===== config.mk =====
export PLATFORM = sky130hd
export DESIGN_NAME = cache_ctrl_fsm_n_flat
export DESIGN_NICKNAME = d
export VERILOG_FILES = /design/src/rtl/cache_ctrl_fsm_n_if.sv /design/src/rtl/cache_ctrl_fsm_n.sv /design/src/flat_wrapper.sv
export SDC_FILE = /design/constraint.sdc
export NUM_CORES = 1
export LEC_CHECK = 0
export BUFFER_PORTS_ARGS = -buffer_cell sky130_fd_sc_hd__buf_2
export CORE_ASPECT_RATIO = 0.75
export CORE_MARGIN = 4
export CORE_UTILIZATION = 46
export CTS_CLUSTER_DIAMETER = 100
export DETAILED_ROUTE_END_ITERATION = 10
export PLACE_DENSITY_LB_ADDON = 0.05
export SETUP_SLACK_MARGIN = 0.2
export SYNTH_ARGS = -nofsm -noshare
export SYNTH_HDL_FRONTEND = slang
export SYNTH_SLANG_ARGS = --single-unit
export TNS_END_PERCENT = 50

===== constraint.sdc =====
create_clock -name clk -period 1.7 [get_ports clk]
set_input_delay 0.34 -clock clk [delete_from_list [all_inputs] [get_ports clk]]
set_output_delay 0.34 -clock clk [all_outputs]
set_load 0.03 [all_outputs]

===== src/rtl/cache_ctrl_fsm_n_if.sv =====
// Bus bundle for the N-way cache controller: CPU request, tag/status
// inputs, array write strobes and the writeback/refill channels.
interface cache_ctrl_fsm_n_if #(
  parameter int WAYS       = 4,
  parameter int LINE_BEATS = 4
);
  localparam int WAY_W  = $clog2(WAYS);
  localparam int BEAT_W = (LINE_BEATS > 1) ? $clog2(LINE_BEATS) : 1;

  logic              req_valid;
  logic              req_ready;
  logic              req_we;
  logic              hit;
  logic [WAY_W-1:0]  hit_way;
  logic [2*WAYS-1:0] st_bits;
  logic [WAYS-2:0]   plru_state;
  logic [WAY_W-1:0]  acc_way;
  logic              st_we;
  logic [1:0]        st_new;
  logic              plru_we;
  logic [WAYS-2:0]   plru_new;
  logic              aw_valid;
  logic              aw_ready;
  logic              w_valid;
  logic              w_ready;
  logic              w_last;
  logic              b_valid;
  logic              ar_valid;
  logic              ar_ready;
  logic              r_valid;
  logic [BEAT_W-1:0] beat_idx;
  logic              line_we;
  logic              resp_valid;
  logic              resp_ready;

  modport master (
    input  req_valid, req_we, hit, hit_way, st_bits, plru_state,
    input  aw_ready, w_ready, b_valid, ar_ready, r_valid, resp_ready,
    output req_ready, acc_way, st_we, st_new, plru_we, plru_new,
    output aw_valid, w_valid, w_last, ar_valid, beat_idx, line_we,
    output resp_valid
  );

  modport slave (
    output req_valid, req_we, hit, hit_way, st_bits, plru_state,
    output aw_ready, w_ready, b_valid, ar_ready, r_valid, resp_ready,
    input  req_ready, acc_way, st_we, st_new, plru_we, plru_new,
    input  aw_valid, w_valid, w_last, ar_valid, beat_idx, line_we,
    input  resp_valid
  );
endinterface


===== src/rtl/cache_ctrl_fsm_n.sv =====
// N-way cache controller FSM: hit/miss sequencing, invalid-first/PLRU
// victim choice, dirty writeback and line refill.
module cache_ctrl_fsm_n #(
  parameter int WAYS       = 4,
  parameter int LINE_BEATS = 4
) (
  input logic                clk,
  input logic                rst_n,
  cache_ctrl_fsm_n_if.master bus
);
  localparam int WAY_W  = $clog2(WAYS);
  localparam int BEAT_W = (LINE_BEATS > 1) ? $clog2(LINE_BEATS) : 1;
  localparam logic [BEAT_W-1:0] LAST = BEAT_W'(LINE_BEATS - 1);

  typedef enum logic [3:0] {
    IDLE, LOOKUP, WB_AW, WB_W, WB_B, RF_AR, RF_R, UPDATE, RESP
  } state_t;

  state_t            state;
  logic              we_q;
  logic              req_ready;
  logic [WAY_W-1:0]  acc_way;
  logic              st_we;
  logic [1:0]        st_new;
  logic              plru_we;
  logic [WAYS-2:0]   plru_new;
  logic              aw_valid;
  logic              w_valid;
  logic              w_last;
  logic              ar_valid;
  logic [BEAT_W-1:0] beat_idx;
  logic              resp_valid;
  logic [WAY_W-1:0]  vic;
  logic              vic_dirty;

  function automatic logic tree_bit(
    input logic [WAYS-2:0] tree,
    input int              node
  );
    logic b;
    b = 1'b0;
    for (int n = 0; n < WAYS - 1; n++)
      if (n == node) b = tree[n];
    return b;
  endfunction

  function automatic logic [WAY_W-1:0] victim(
    input logic [2*WAYS-1:0] st,
    input logic [WAYS-2:0]   tree
  );
    logic             found;
    logic [WAY_W-1:0] v;
    int               node;
    found = 1'b0;
    v     = '0;
    node  = 0;
    for (int w = 0; w < WAYS; w++)
      if (!found && !st[2*w]) begin
        v     = WAY_W'(w);
        found = 1'b1;
      end
    if (!found) begin
      for (int l = 0; l < WAY_W; l++)
        node = tree_bit(tree, node) ? 2*node + 2 : 2*node + 1;
      v = WAY_W'(node - (WAYS - 1));
    end
    return v;
  endfunction

  // Every node on the way's path is pointed at the opposite subtree.
  function automatic logic [WAYS-2:0] plru_upd(
    input logic [WAYS-2:0]  tree,
    input logic [WAY_W-1:0] way
  );
    logic [WAYS-2:0] t;
    logic            b;
    int              node;
    t    = tree;
    node = 0;
    for (int l = 0; l < WAY_W; l++) begin
      b = way[WAY_W-1-l];
      for (int n = 0; n < WAYS - 1; n++)
        if (n == node) t[n] = ~b;
      node = b ? 2*node + 2 : 2*node + 1;
    end
    return t;
  endfunction

  assign vic = victim(bus.st_bits, bus.plru_state);

  always_comb begin
    vic_dirty = 1'b0;
    for (int w = 0; w < WAYS; w++)
      if (WAY_W'(w) == vic)
        vic_dirty = bus.st_bits[2*w+1] & bus.st_bits[2*w];
  end

  always_ff @(posedge clk or negedge rst_n) begin
    if (!rst_n) begin
      state      <= IDLE;
      we_q       <= 1'b0;
      req_ready  <= 1'b1;
      acc_way    <= '0;
      st_we      <= 1'b0;
      st_new     <= 2'b00;
      plru_we    <= 1'b0;
      plru_new   <= '0;
      aw_valid   <= 1'b0;
      w_valid    <= 1'b0;
      w_last     <= 1'b0;
      ar_valid   <= 1'b0;
      beat_idx   <= '0;
      resp_valid <= 1'b0;
    end else begin
      st_we   <= 1'b0;
      plru_we <= 1'b0;
      case (state)
        IDLE: if (bus.req_valid) begin
          we_q      <= bus.req_we;
          req_ready <= 1'b0;
          state     <= LOOKUP;
        end
        LOOKUP: if (bus.hit) begin
          acc_way    <= bus.hit_way;
          plru_we    <= 1'b1;
          plru_new   <= plru_upd(bus.plru_state, bus.hit_way);
          st_we      <= we_q;
          st_new     <= 2'b11;
          resp_valid <= 1'b1;
          state      <= RESP;
        end else begin
          acc_way <= vic;
          if (vic_dirty) begin
            aw_valid <= 1'b1;
            state    <= WB_AW;
          end else begin
            ar_valid <= 1'b1;
            state    <= RF_AR;
          end
        end
        WB_AW: if (bus.aw_ready) begin
          aw_valid <= 1'b0;
          w_valid  <= 1'b1;
          w_last   <= (LAST == '0);
          state    <= WB_W;
        end
        WB_W: if (bus.w_ready) begin
          if (beat_idx == LAST) begin
            w_valid  <= 1'b0;
            w_last   <= 1'b0;
            beat_idx <= '0;
            state    <= WB_B;
          end else begin
            beat_idx <= beat_idx + BEAT_W'(1);
            w_last   <= ((beat_idx + BEAT_W'(1)) == LAST);
          end
        end
        WB_B: if (bus.b_valid) begin
          ar_valid <= 1'b1;
          state    <= RF_AR;
        end
        RF_AR: if (bus.ar_ready) begin
          ar_valid <= 1'b0;
          state    <= RF_R;
        end
        RF_R: if (bus.r_valid) begin
          if (beat_idx == LAST) begin
            beat_idx <= '0;
            st_we    <= 1'b1;
            st_new   <= {we_q, 1'b1};
            plru_we  <= 1'b1;
            plru_new <= plru_upd(bus.plru_state, acc_way);
            state    <= UPDATE;
          end else begin
            beat_idx <= beat_idx + BEAT_W'(1);
          end
        end
        UPDATE: begin
          resp_valid <= 1'b1;
          state      <= RESP;
        end
        RESP: if (bus.resp_ready) begin
          resp_valid <= 1'b0;
          req_ready  <= 1'b1;
          state      <= IDLE;
        end
        default: state <= IDLE;
      endcase
    end
  end

  assign bus.req_ready  = req_ready;
  assign bus.acc_way    = acc_way;
  assign bus.st_we      = st_we;
  assign bus.st_new     = st_new;
  assign bus.plru_we    = plru_we;
  assign bus.plru_new   = plru_new;
  assign bus.aw_valid   = aw_valid;
  assign bus.w_valid    = w_valid;
  assign bus.w_last     = w_last;
  assign bus.ar_valid   = ar_valid;
  assign bus.beat_idx   = beat_idx;
  assign bus.line_we    = (state == RF_R) && bus.r_valid;
  assign bus.resp_valid = resp_valid;
endmodule


===== src/flat_wrapper.sv =====
// flat-port wrapper written by rule: the top's interface ports become plain ports
module cache_ctrl_fsm_n_flat 
#(
  parameter int WAYS       = 4,
  parameter int LINE_BEATS = 4
)
  (clk, rst_n, bus_req_valid, bus_req_we, bus_hit, bus_hit_way, bus_st_bits, bus_plru_state, bus_aw_ready, bus_w_ready, bus_b_valid, bus_ar_ready, bus_r_valid, bus_resp_ready, bus_req_ready, bus_acc_way, bus_st_we, bus_st_new, bus_plru_we, bus_plru_new, bus_aw_valid, bus_w_valid, bus_w_last, bus_ar_valid, bus_beat_idx, bus_line_we, bus_resp_valid);
  cache_ctrl_fsm_n_if #(.WAYS(WAYS), .LINE_BEATS(LINE_BEATS)) bus_i ();
  input logic clk;
  input logic rst_n;
  input wire logic [$bits(bus_i.req_valid)-1:0] bus_req_valid;
  input wire logic [$bits(bus_i.req_we)-1:0] bus_req_we;
  input wire logic [$bits(bus_i.hit)-1:0] bus_hit;
  input wire logic [$bits(bus_i.hit_way)-1:0] bus_hit_way;
  input wire logic [$bits(bus_i.st_bits)-1:0] bus_st_bits;
  input wire logic [$bits(bus_i.plru_state)-1:0] bus_plru_state;
  input wire logic [$bits(bus_i.aw_ready)-1:0] bus_aw_ready;
  input wire logic [$bits(bus_i.w_ready)-1:0] bus_w_ready;
  input wire logic [$bits(bus_i.b_valid)-1:0] bus_b_valid;
  input wire logic [$bits(bus_i.ar_ready)-1:0] bus_ar_ready;
  input wire logic [$bits(bus_i.r_valid)-1:0] bus_r_valid;
  input wire logic [$bits(bus_i.resp_ready)-1:0] bus_resp_ready;
  output wire logic [$bits(bus_i.req_ready)-1:0] bus_req_ready;
  output wire logic [$bits(bus_i.acc_way)-1:0] bus_acc_way;
  output wire logic [$bits(bus_i.st_we)-1:0] bus_st_we;
  output wire logic [$bits(bus_i.st_new)-1:0] bus_st_new;
  output wire logic [$bits(bus_i.plru_we)-1:0] bus_plru_we;
  output wire logic [$bits(bus_i.plru_new)-1:0] bus_plru_new;
  output wire logic [$bits(bus_i.aw_valid)-1:0] bus_aw_valid;
  output wire logic [$bits(bus_i.w_valid)-1:0] bus_w_valid;
  output wire logic [$bits(bus_i.w_last)-1:0] bus_w_last;
  output wire logic [$bits(bus_i.ar_valid)-1:0] bus_ar_valid;
  output wire logic [$bits(bus_i.beat_idx)-1:0] bus_beat_idx;
  output wire logic [$bits(bus_i.line_we)-1:0] bus_line_we;
  output wire logic [$bits(bus_i.resp_valid)-1:0] bus_resp_valid;
  assign bus_i.req_valid = bus_req_valid;
  assign bus_i.req_we = bus_req_we;
  assign bus_i.hit = bus_hit;
  assign bus_i.hit_way = bus_hit_way;
  assign bus_i.st_bits = bus_st_bits;
  assign bus_i.plru_state = bus_plru_state;
  assign bus_i.aw_ready = bus_aw_ready;
  assign bus_i.w_ready = bus_w_ready;
  assign bus_i.b_valid = bus_b_valid;
  assign bus_i.ar_ready = bus_ar_ready;
  assign bus_i.r_valid = bus_r_valid;
  assign bus_i.resp_ready = bus_resp_ready;
  assign bus_req_ready = bus_i.req_ready;
  assign bus_acc_way = bus_i.acc_way;
  assign bus_st_we = bus_i.st_we;
  assign bus_st_new = bus_i.st_new;
  assign bus_plru_we = bus_i.plru_we;
  assign bus_plru_new = bus_i.plru_new;
  assign bus_aw_valid = bus_i.aw_valid;
  assign bus_w_valid = bus_i.w_valid;
  assign bus_w_last = bus_i.w_last;
  assign bus_ar_valid = bus_i.ar_valid;
  assign bus_beat_idx = bus_i.beat_idx;
  assign bus_line_we = bus_i.line_we;
  assign bus_resp_valid = bus_i.resp_valid;
  cache_ctrl_fsm_n #(.WAYS(WAYS), .LINE_BEATS(LINE_BEATS)) u_core (.clk(clk), .rst_n(rst_n), .bus(bus_i));
endmodule

After elaboration in Yosys (flattened, before gate mapping)
Index checks and enable logic that the tools add are counted.
W data, S select, Z words.
- register bits: 22
- input bits: 24
- output and inout bits: 18
- word-level logic and storage cells: 169
- bitwise gates (word level): 8
- equality and inequality tests: 32
- muxes and demuxes: 80
- add/sub/neg operators: 4
- reductions and logical operators: 31
- operators with widths (kind ; count):
    $logic_not A32 Y1 ; 3
    $eq A2 B32 Y1 const A ; 2
    $eq A3 B32 Y1 const A ; 2
    $mux W1 ; 40
    $mux W4 ; 10
    $pmux W4 S9 ; 1
    $mux W2 ; 14
    $ne A2 B2 Y1 const B ; 10
    $eq A4 B3 Y1 const B ; 4
    $mux W3 ; 4
    $pmux W1 S2 ; 6
    $reduce_and A3 Y1 ; 4
    $reduce_and A4 Y1 ; 3
    $reduce_bool A2 Y1 ; 5
    $reduce_and A9 Y1 ; 1
    $eq A4 B2 Y1 const B ; 2
    $pmux W2 S2 ; 2
    $eq A2 B2 Y1 const A ; 3
    $ne A2 B1 Y1 const B ; 3
    $pmux W1 S3 ; 2
    $pmux W3 S2 ; 1
    $reduce_bool A3 Y1 ; 2
    $logic_not A1 Y1 ; 5
    $reduce_and A5 Y1 ; 1
    other kinds (13) ; 25

Depth between registers and ports, before layout
- depth in word-level cells: 27
- mapped depth: 6
- depth with buffers taken out: 5

Worst setup path before layout
Ideal clock, no wire load.
- path kind: reg2reg
- from: register u_core.beat_idx[0], in the netlist u_core.bus.beat_idx[0]
- to: register u_core.state[2]
- data required time: 1.574 ns
- clock period less this slack: 1.823 ns
- cell stages (with the launch flop): 6
- slack: -0.123 ns
- arrival time: 1.697 ns
- buffers on the path: 0
- library setup time: 0.126 ns
- cell sequence: dfrtp_1 -> ha_1 -> or3b_1 -> o22ai_2 -> nor3_1 -> a221o_1
- cells in the longest elaborated chain, start to end: 3
- elaborated cells on any way between the ends: 4
- classes of those cells: 3 x eq/ne; 1 x reduce/logical
- RTL lines (element ; RTL line ; RTL):
    start, declared ; cache_ctrl_fsm_n.sv:31 ; logic [BEAT_W-1:0] beat_idx;
    start signal, assigned ; cache_ctrl_fsm_n.sv:154 ; beat_idx <= beat_idx + BEAT_W'(1);
    start signal, assigned ; cache_ctrl_fsm_n.sv:175 ; beat_idx <= beat_idx + BEAT_W'(1);
    $eq A2 B2 Y1 * ; cache_ctrl_fsm_n.sv:148, cache_ctrl_fsm_n.sv:167 ;
    $ne A2 B1 Y1 (no source line) ; n/a ;
    $reduce_and A9 Y1 (no source line) * ; n/a ;
    end signal, assigned ; cache_ctrl_fsm_n.sv:145 ; state <= WB_W;
    end signal, assigned ; cache_ctrl_fsm_n.sv:152 ; state <= WB_B;
    end signal, assigned ; cache_ctrl_fsm_n.sv:173 ; state <= UPDATE;
    end, declared ; cache_ctrl_fsm_n.sv:19 ; state_t state;
Mark *: on every way between the ends. The rest lies on a longest branch, timed or not.
A chain may end at the register's enable or synchronous reset.

Worst setup path after layout
- from: register u_core.state[0]
- to: output port bus_line_we
- cells in the longest elaborated chain, start to end: 2
- RTL lines (element ; RTL line ; RTL):
    start signal, assigned ; cache_ctrl_fsm_n.sv:100 ; state <= IDLE;
    start signal, assigned ; cache_ctrl_fsm_n.sv:121 ; state <= LOOKUP;
    start signal, assigned ; cache_ctrl_fsm_n.sv:130 ; state <= RESP;
    $eq A4 B3 Y1 ; cache_ctrl_fsm_n.sv:203 ; assign bus.line_we = (state == RF_R) && bus.r_valid;
    $logic_and A1 B1 Y1 ; cache_ctrl_fsm_n.sv:203 ;
    end, declared ; flat_wrapper.sv:34 ; output wire logic [$bits(bus_i.line_we)-1:0] bus_line_we;
Every way passes these cells.

==> results.txt <==
Nets@finish = 239
Vias in the first global route = 1349
Setup CP Type = reg -> out
Sink Count = 22
Starting utilization of the core area = 50.82%
IO Pins = 42
Final setup vio count = 0
Post-synth top area cell = dfrtp_1
RSZ-0062 raised after global routing = yes
VDD IR-drop max = 0.9403 mV
RePlAce Congestion = 0.9211
Core occupancy in the finished layout = 71.99%
Synth area leaders = dfrtp_1 (38%), a21oi_1 (5.0%), mux2i_1 (4.3%)
Row count = 16
Worst Hold Class = in -> async
Setup Skew = 0.004069 ns
Vias post-DR = 1385
Sequential fraction of the synthesis area = 39.59%
FMAX = 595.1 MHz
Routed vias/inst = 5.585
Max-slew violations = 0
Syn-to-layout area delta = 41.65%
PwrDens = 1869 nW/um^2
Core Area = 2743 sq um
Asr flop ratio synth = 100.0%
Number of synthesized register bits = 22
PnR Total Power = 3.690 mW
CTS root buf = clkbuf_8
Worst slew pin tran = 0.5004 ns
Die extent in x = 71.56 um
Initial DRT Pass Iterations = 4
Slew HR = 66.64%
DPL Wire Length = 2.880 mm
Final hold viol count = 0
Leakage power = 0.9206 nW
Status = completed
Largest net degree at the start of global routing = 23
Share of layout cells above drive strength 1 = 46.70%
Post-synth EDFFs = 0
Most used DFF post-synth = dfrtp_1
CP max FO = 8
Worst-path clk slew = 0.08 ns
PortBufs = 41
Placed insts = 239
Worst path slowest cell = dfrtp_2
Area fraction of the dominant cell type after synthesis = 37.70%
Worst endpoint data arrival time = 1.34 ns
CTS tree = done
Drt total wl = 3.809 mm
Syn_area_per_cell = 9.051 sq um
Syn_nets = 180
First-pass GRT wire length = 6.189 mm
Setup crit start kind = flop
Place WS = 0.001691 ns
Inserted Diodes = 0
Post-route ant nets = 0
Sum of negative setup slack = 0 ns
Setup ws final = 0.01971 ns
H-tree Lvls = 1
Initial antenna violation count = 0
Total GRT Usage = 18.93%
Worst hold slack = 0.03226 ns
Post-Layout Cell Count = 248
Critical Path RT = 1.36 ns
Max clock buf depth = 2
Crit path cell chain = and4bb_2 -> and2_4 -> buf_6
Post-route DRC violation count = 0
Period utilization = 98.84%
Finished layout cell area = 1974 sq um
Area post-placement = 1778 sq um
Die Ht = 55.67 um
Initial drt markers = 32
GRT Residual Overflow = 0
Synth Warn # = 0
Critical Path End Type = output pin
CTS buffer count = 3
Synth Instances = 154
Cell area after synthesis = 1394 sq um
Post-layout min period = 1.680 ns
Clk_lat worst skew = 0.26 ns
Crit-path max cell delay = 0.47 ns
Wire per inst = 15.36 um
Count of different cell masters after synthesis = 51
Die area = 3984 sq um
MaxCap Viol Count = 0
==> worst max-delay path, delay by kind of cell (launching register included) <==
| kind | cells | cell delay [ns] |
|---|---|---|
| buffers and inverters | 1 | 0.12 |
| AND/OR/NAND/NOR | 2 | 0.50 |
| flip-flops | 1 | 0.47 |
==> cells in the final DEF, fill, tap and decap left out, types with 3 or more instances in the layout <==
cell type  Yosys  final
a31oi_1        4      3
nor2_1         6      6
nand2_1       12     12
buf_2          4     40
clkbuf_8       0      3
o21ai_0       11     10
nor2b_1        3      3
nand3_1        4      4
dfrtp_1       21     15
inv_1         11     11
a21oi_1       14     13
nor3_1         5      4
buf_4          0     22
dfrtp_2        0      6
mux2i_1        6      6
==> cell families after synthesis <==
kind of cell	Yosys count	synth area share, %
flops	22	39.59
xor+xnor	1	0.6285
simple gates	53	23.25
buf+inv	21	6.014
fa+ha+maj	2	1.795
mux	10	7.540
compound gates	45	21.19
==> area by class of cell <==
cell class,instances,area [sq um]
timing repair buffer,64,387.9
fill,218,768.2
inverter,11,41.29
tap,36,45.04
clock inverter,1,30.03
sequential,22,559.3
multi-input combinational,111,869.6
clock buffer,3,41.29
==> synth_stat cells, drive strengths merged, types with 2 or more instances <==
cell type,number
dfrtp,21
a21oi,14
nand2,12
inv,11
o21ai,11
clkbuf,6
mux2i,6
nor2,6
nor3,5
a31oi,4
buf,4
mux2,4
nand3,4
nor2b,3
a211oi,2
ha,2
nand2b,2
nand3b,2
nand4,2
nand4b,2
nor3b,2
nor4b,2
o211ai,2
or3b,2
==> registers in the layout, summed over array words and instances, names as in the netlist <==
register               flops
u_core.bus.st_we           1
u_core.bus.plru_new        3
u_core.bus.plru_we         1
u_core.bus.resp_valid      1
u_core.state               4
u_core.bus.w_valid         1
u_core.bus.st_new          2
u_core.bus.req_ready       1
u_core.bus.acc_way         2
u_core.we_q                1
u_core.bus.w_last          1
u_core.bus.beat_idx        2
u_core.bus.aw_valid        1
u_core.bus.ar_valid        1
==> routing by layer <==
layer	track usage [%]	vias up	part of all wire [%]
li1	-	679	-
met4	2.145	0	0
met5	0	-	0
met3	4.513	0	5.3
met2	30.24	35	47
met1	26.67	671	47
==> path summary, 6_finish.rpt <==
| kind | to | cells past startpoint | slack (ns) | from |
|---|---|---|---|---|
| worst max-delay path | bus_line_we | 3 | 0.02 | u_core.state[0]$_DFFE_PN0P_ |
| worst min-delay path | u_core.bus.beat_idx[0]$_DFFE_PN0P_ | 1 | 0.03 | rst_n |
| worst max register to register | u_core.state[2]$_DFFE_PN0P_ | 4 | 0.05 | u_core.state[0]$_DFFE_PN0P_ |
| worst min register to register | u_core.bus.st_new[0]$_DFFE_PN0P_ | 1 | 0.48 | u_core.bus.st_new[0]$_DFFE_PN0P_ |
| max in group asynchronous | u_core.state[1]$_DFFE_PN0P_ | 1 | 1.30 | rst_n |
| min in group clk | u_core.bus.aw_valid$_DFFE_PN0P_ | 2 | 0.31 | bus_aw_ready |
==> report_power, final <==
group / internal (mW) / leakage, nW / switching, mW
Combinational: 1.02 / 0.630 / 1.20
Clock: 0.314 / 0.0357 / 0.172
Sequential: 0.757 / 0.255 / 0.228
Total: 2.09 / 0.921 / 1.60
==> what timing repair did <==
item | CTS | global route
pin swaps | 4 | 4
setup endpoints to repair | 11 | 16
hold buffers | 0 | 0
setup buffers | 4 | 1
gates resized for setup | 10 | 11
Note: power is estimated with default switching activity, not from simulation.
